<file path="config.mk">
export PLATFORM = sky130hd
export DESIGN_NAME = joypad_port
export DESIGN_NICKNAME = d
export VERILOG_FILES = /design/src/rtl/joypad_pkg.sv /design/src/rtl/joypad_debounce.sv /design/src/rtl/joypad_port.sv
export SDC_FILE = /design/constraint.sdc
export NUM_CORES = 1
export LEC_CHECK = 0
export ABC_CLOCK_PERIOD_IN_PS = 2400
export CAP_MARGIN = 20
export CORE_AREA = 2 2 115 117
export CTS_CLUSTER_SIZE = 40
export DETAILED_ROUTE_END_ITERATION = 12
export DIE_AREA = 0 0 117 119
export PLACE_DENSITY = 0.8
export SLEW_MARGIN = 10
export SYNTH_ARGS = -nofsm -noshare
export SYNTH_HDL_FRONTEND = slang
export SYNTH_HIERARCHICAL = 1
export SYNTH_SLANG_ARGS = --single-unit
</file>
<file path="constraint.sdc">
create_clock -name clk -period 2.4 [get_ports clk]
set_clock_uncertainty 0.15 [all_clocks]
set_input_delay 0.6 -clock clk [delete_from_list [all_inputs] [get_ports clk]]
set_output_delay 0.6 -clock clk [all_outputs]
set_load 0.03 [all_outputs]
</file>
<file path="src/rtl/joypad_pkg.sv">
// joypad_pkg: shared constants for the NES joypad port.
// Button bit indices and shift counter sizing.
package joypad_pkg;

  localparam int NUM_BUTTONS = 8;

  localparam int BTN_A      = 0;
  localparam int BTN_B      = 1;
  localparam int BTN_SELECT = 2;
  localparam int BTN_START  = 3;
  localparam int BTN_UP     = 4;
  localparam int BTN_DOWN   = 5;
  localparam int BTN_LEFT   = 6;
  localparam int BTN_RIGHT  = 7;

  localparam int SHIFT_CNT_W = 4;

  localparam logic [SHIFT_CNT_W-1:0] SHIFT_CNT_MAX =
    SHIFT_CNT_W'(NUM_BUTTONS);

endpackage

</file>
<file path="src/rtl/joypad_debounce.sv">
// joypad_debounce: 2-flop synchronizer plus debounce counter.
// stable follows raw once it has differed for DEBOUNCE_CYCLES.
module joypad_debounce #(
  parameter logic [15:0] DEBOUNCE_CYCLES = 16'd50000
) (
  input  logic clk,
  input  logic rst,
  input  logic raw,
  output logic stable
);

  logic        s1;
  logic        s2;
  logic [15:0] cnt;

  // bring the asynchronous input into the clk domain
  always_ff @(posedge clk or negedge rst) begin
    if (!rst) begin
      s1 <= 1'b0;
      s2 <= 1'b0;
    end else begin
      s1 <= raw;
      s2 <= s1;
    end
  end

  // count disagreement cycles, commit when the run is long enough
  always_ff @(posedge clk or negedge rst) begin
    if (!rst) begin
      cnt    <= 16'd0;
      stable <= 1'b0;
    end else if (s2 == stable) begin
      cnt <= 16'd0;
    end else if (cnt == DEBOUNCE_CYCLES - 16'd1) begin
      stable <= s2;
      cnt    <= 16'd0;
    end else begin
      cnt <= cnt + 16'd1;
    end
  end

endmodule

</file>
<file path="src/rtl/joypad_port.sv">
// joypad_port: NES controller responder (strobe latch, serial out).
// Optional turbo A/B oscillator when JOYPAD_TURBO_EN is defined.
module joypad_port
  import joypad_pkg::*;
#(
  parameter logic [15:0] DEBOUNCE_CYCLES = 16'd50000,
  parameter logic [23:0] TURBO_DIV       = 24'd357954
) (
  input  logic                   clk,
  input  logic                   rst,
  input  logic [NUM_BUTTONS-1:0] buttons_i,
  input  logic [1:0]             turbo_i,
  input  logic                   strobe_i,
  input  logic                   shift_i,
  output logic                   data_o,
  output logic [NUM_BUTTONS-1:0] buttons_o
);

  logic [NUM_BUTTONS-1:0] load_value;
  logic [NUM_BUTTONS-1:0] sr;
  logic [SHIFT_CNT_W-1:0] shift_cnt;

  for (genvar i = 0; i < NUM_BUTTONS; i++) begin : g_btn
    joypad_debounce #(
      .DEBOUNCE_CYCLES(DEBOUNCE_CYCLES)
    ) u_deb (
      .clk   (clk),
      .rst   (rst),
      .raw   (buttons_i[i]),
      .stable(buttons_o[i])
    );
  end

`ifdef JOYPAD_TURBO_EN
  logic [1:0]  t;
  logic [23:0] div;
  logic        phase;

  for (genvar j = 0; j < 2; j++) begin : g_turbo
    joypad_debounce #(
      .DEBOUNCE_CYCLES(DEBOUNCE_CYCLES)
    ) u_deb (
      .clk   (clk),
      .rst   (rst),
      .raw   (turbo_i[j]),
      .stable(t[j])
    );
  end

  // free-running oscillator; phase flips on every divider wrap
  always_ff @(posedge clk or negedge rst) begin
    if (!rst) begin
      div   <= 24'd0;
      phase <= 1'b0;
    end else if (div == TURBO_DIV - 24'd1) begin
      div   <= 24'd0;
      phase <= ~phase;
    end else begin
      div <= div + 24'd1;
    end
  end

  // turbo only ORs into A and B; debug view stays raw
  always_comb begin
    load_value        = buttons_o;
    load_value[BTN_A] = buttons_o[BTN_A] | (t[0] & phase);
    load_value[BTN_B] = buttons_o[BTN_B] | (t[1] & phase);
  end
`else
  logic unused_turbo;
  assign unused_turbo = ^turbo_i;

  // no turbo: latch exactly what the player holds
  always_comb begin
    load_value = buttons_o;
  end
`endif

  // strobe reloads and wins over shift; shift fills with 1s
  always_ff @(posedge clk or negedge rst) begin
    if (!rst) begin
      sr        <= '0;
      shift_cnt <= '0;
    end else if (strobe_i) begin
      sr        <= load_value;
      shift_cnt <= '0;
    end else if (shift_i) begin
      sr <= {1'b1, sr[NUM_BUTTONS-1:1]};
      if (shift_cnt != SHIFT_CNT_MAX)
        shift_cnt <= shift_cnt + 1'b1;
    end
  end

  assign data_o = sr[0];

endmodule

</file>
==> out/results.txt <==
The flow ran to the end, and the final reports show no timing, DRC or antenna violations. After synthesis the cells add up to 0.00755 mm2. Port buffering added 20 buffers. The standard-cell row count came out at 42. The clock tree root buffer cell was clkbuf_16.

The synthesized design spends more area on one cell type than any other, namely dfrtp_1. The fraction of the yosys area taken by sequential cells was 53.0%; the number of warnings issued by yosys was 6. The tools report the data arrival time of the critical path as 1570 ps. For the clock network latency to the later pin of the worst-skew pair, the log shows 420 ps.

In the post-synthesis netlist, the biggest area contributors are dfrtp_1, xnor2_1, nor2_1. The initial utilization of the core area, before any placement, comes to 58.6%. TritonCTS built the clock tree. In this run the remaining antenna-violating nets after routing total 0.

In this run, synthesis produced a sequential element count of 160. The number of instances in the synthesized netlist was 708; the total leakage power was 0.00347 uW. The netlist uses 29 different library cells. Net switching is 20.6% of the power.

The run gives 160 as the number of clock sinks. Worst min-delay path category: reg2reg. Walking the worst path, the cells encountered are clkdlybuf4s50_1. In this run the power density over the cells is 672 mW/mm2.

In the final layout, the share of cells above drive strength 1 is 9.95%. The routability congestion estimate is 0.809, and the part of the power in combinational logic is 3.4%. In this run the number of H-tree levels came out at 4.

The worst setup path is of the reg2out kind. At the pin with the least slew margin, the transition time is 588 ps. Of the total power, the clock network draws 47.9%. The slowest stage of the critical path is the clkdlybuf4s50_1 cell.

Pin count of the biggest net entering global routing: 54. Once detailed placement completed, the half-perimeter wirelength came to 9080 um. The largest single stage delay on the critical path is 700 ps. In the routed design, unresolved DRC markers number 0. The die is 117 um wide.

The area growth from synthesis to layout is 13.3%. After the first detailed-routing iteration, the DRC count stood at 329. Buffers added to address setup during post-CTS repair amount to 0. The floorplan step set the die height to 119 um. Across the VDD grid, the largest voltage drop is 0.432 mV.

Total power for the finished layout comes to 5750 uW. For this design the total switching power over the nets is 1180 uW. The repair_antennas step left the layout with diodes totalling 0.

The first global-routing pass estimated 23700 um of wire. Setup repair after global routing left no endpoint under its margin. The tools report the clock tree buffer depth as 2. Grouping stages by cell kind, the critical path spends the most delay in buffers and inverters.

In the finished design, the share of the clock period the worst path needs comes to 96.9%. The count of buffering cells on the critical path with inverters included came out at 1. Core outline area: 0.0129 mm2. The highest achievable clock rate is 0.430 GHz. For the worst setup path, the data required time is 1650 ps.

For this block, the routed nets add up to 13600 um of wire. Across the run, the number of max-cap violations was 0. The hold violation total from the final report was 0.

The worst setup path is launched from a flip-flop. The share of synthesized area in the top cell type comes to 53.0%. The logs give 48.7% for the part of the total power dissipated in sequential elements and 5 for the total iterations of the first detailed-routing run.

The synthesized area per cell was 10.7 um2; the count of boundary I/O pins was 23. Along the worst path, the maximum fanout reaches 4. Adding up every negative setup slack in the final design gives 0 ps. When the netlist entered floorplanning its net count stood at 730. The count of endpoints failing setup in the final report was 0. The via-per-instance ratio was 5.64.

Counting I/O delays and the setup requirement, the final critical path takes 2320 ps. The final layout contains 763 nets. After global routing the overflow that remains totals 0.

The die covers 0.0139 mm2. The run gives 5249 as the via count. The clock input transition at the sequential cells of the worst setup and hold paths is 60 ps. The routed wirelength normalized by instance count is 14.6 um. Critical path endpoint category: an output pin.

The initial antenna violation count was 0; the number of global-route vias before repair was 5215. The internal power of the cells totals 4560 uW. The number of pins exceeding their max-slew limit in the final report was 0. In this run, CTS created clock tree buffers numbering 17. The worst pin sits at a relative slew slack of 60.7%. For this run, the total global-route usage over all layers was measured as 21.4%.
## layer usage
| metal | GRT usage, % | up-vias | wire length, um |
|---|---|---|---|
| li1 | - | 2520 | - |
| met1 | 27.8 | 2610 | 5990 |
| met2 | 34.8 | 94 | 6960 |
| met3 | 4.89 | 25 | 418 |
| met4 | 8.16 | 0 | 206 |
| met5 | 0 | - | 0 |
## state kept, by name, summed over array words and instances, names as in the netlist
| signal | count |
|---|---|
| g_btn.u_deb/cnt | 128 |
| g_btn.u_deb/s1 | 8 |
| g_btn.u_deb/s2 | 8 |
| g_btn.u_deb/stable | 8 |
| sr | 8 |
## worst paths after layout
check | startpoint | to | slack (ps) | depth (start not counted)
hold reg to reg | g_btn[3].u_deb/s1 | g_btn[3].u_deb/s2 | 200 | 0
max in group asynchronous | rst | g_btn[5].u_deb/cnt[8] | 950 | 3
min in group asynchronous | rst | g_btn[3].u_deb/cnt[13] | 550 | 2
setup / recovery | g_btn[5].u_deb/stable | buttons_o[5] | 80 | 1
setup reg to reg | g_btn[1].u_deb/cnt[10] | g_btn[1].u_deb/stable | 250 | 3
hold / removal | g_btn[3].u_deb/s1 | g_btn[3].u_deb/s2 | 200 | 0
## cell usage in the layout, fill, tap and decap left out, types with 3 or more instances in the layout
master             n
xnor2_1           77
dfrtp_1          160
or4_4              8
nand3_1           41
nand2_1           40
clkbuf_8           4
nor3_1            30
bufinv_16          3
o21ai_1            7
buf_12             3
nor2_1           136
inv_1             15
ha_1               8
and3_2             8
nand4bb_1          8
nand2_4            8
clkdlybuf4s50_1   18
and4_1             8
nor4_1            23
or4b_1             8
xor2_1            42
clkbuf_16         17
nand4_1           41
mux2i_1            7
or3b_2             8
clkinv_2           3
mux2_4             8
## Yosys cell counts, drive strengths merged
cell,number
and4,8
or3b,8
nor3,30
and3,9
or3,1
a21oi,1
clkbuf,1
mux2,8
dfrtp,160
xor2,42
ha,8
nand4bb,8
mux2i,7
inv,15
buf,10
nand3,41
or4,9
o31ai,1
nor2,136
xnor2,77
o21ai,8
nor4,23
nand4,41
or4b,8
nand2,48
## timing repair
| item | in CTS | in global routing |
|---|---|---|
| hold endpoints to repair | 48 | 0 |
| hold buffers | 1 | 0 |
| setup endpoints to repair | 0 | 1 |
| gates resized for setup | 0 | 1 |
## power by group through the flow
| stage | clock, uW | combinational (uW) | sequential, uW |
|---|---|---|---|
| detailed placement | 0 | 197 | 2840 |
| CTS | 2810 | 203 | 2800 |
| global placement | 0 | 189 | 2840 |
| finish | 2750 | 197 | 2800 |
| global route | 2940 | 226 | 2800 |
| floorplan | 0 | 107 | 2830 |
## per-stage QoR
step / utilization (%) / instance area, um2 / setup WS (ps) / hold WS [ps] / cells
after detailed placement: 61.5 / 7920 / 291 / 185 / 897
after global routing: 66.4 / 8550 / 22.9 / 204 / 930
after floorplan: - / 7550 / 355 / 154 / 708
after global placement: 61.5 / 7920 / 301 / 183 / 897
after CTS: 66.4 / 8550 / 40.3 / 198 / 930
final: 66.4 / 8550 / 75.0 / 197 / 930
## area by class of cell
type / instances / area, um2
Fill cell: 956 / 4320
Sequential cell: 160 / 4000
Multi-Input combinational cell: 522 / 3370
Clock buffer: 23 / 488
Timing Repair Buffer: 25 / 282
Tap cell: 176 / 220
Clock inverter: 9 / 130
Inverter: 15 / 56.3
## logic make-up after synthesis
family	Yosys count	synth area share, %
AO/OA/AOI/OAI	10	0.696
XOR/XNOR	119	13.8
adder cells (fa/ha/maj)	8	1.33
buffers and inverters	26	2.29
flip-flops	160	53.0
multiplexers	15	2.52
AND/OR/NAND/NOR	370	26.3
No activity file was read; power rests on OpenSTA's default activity.
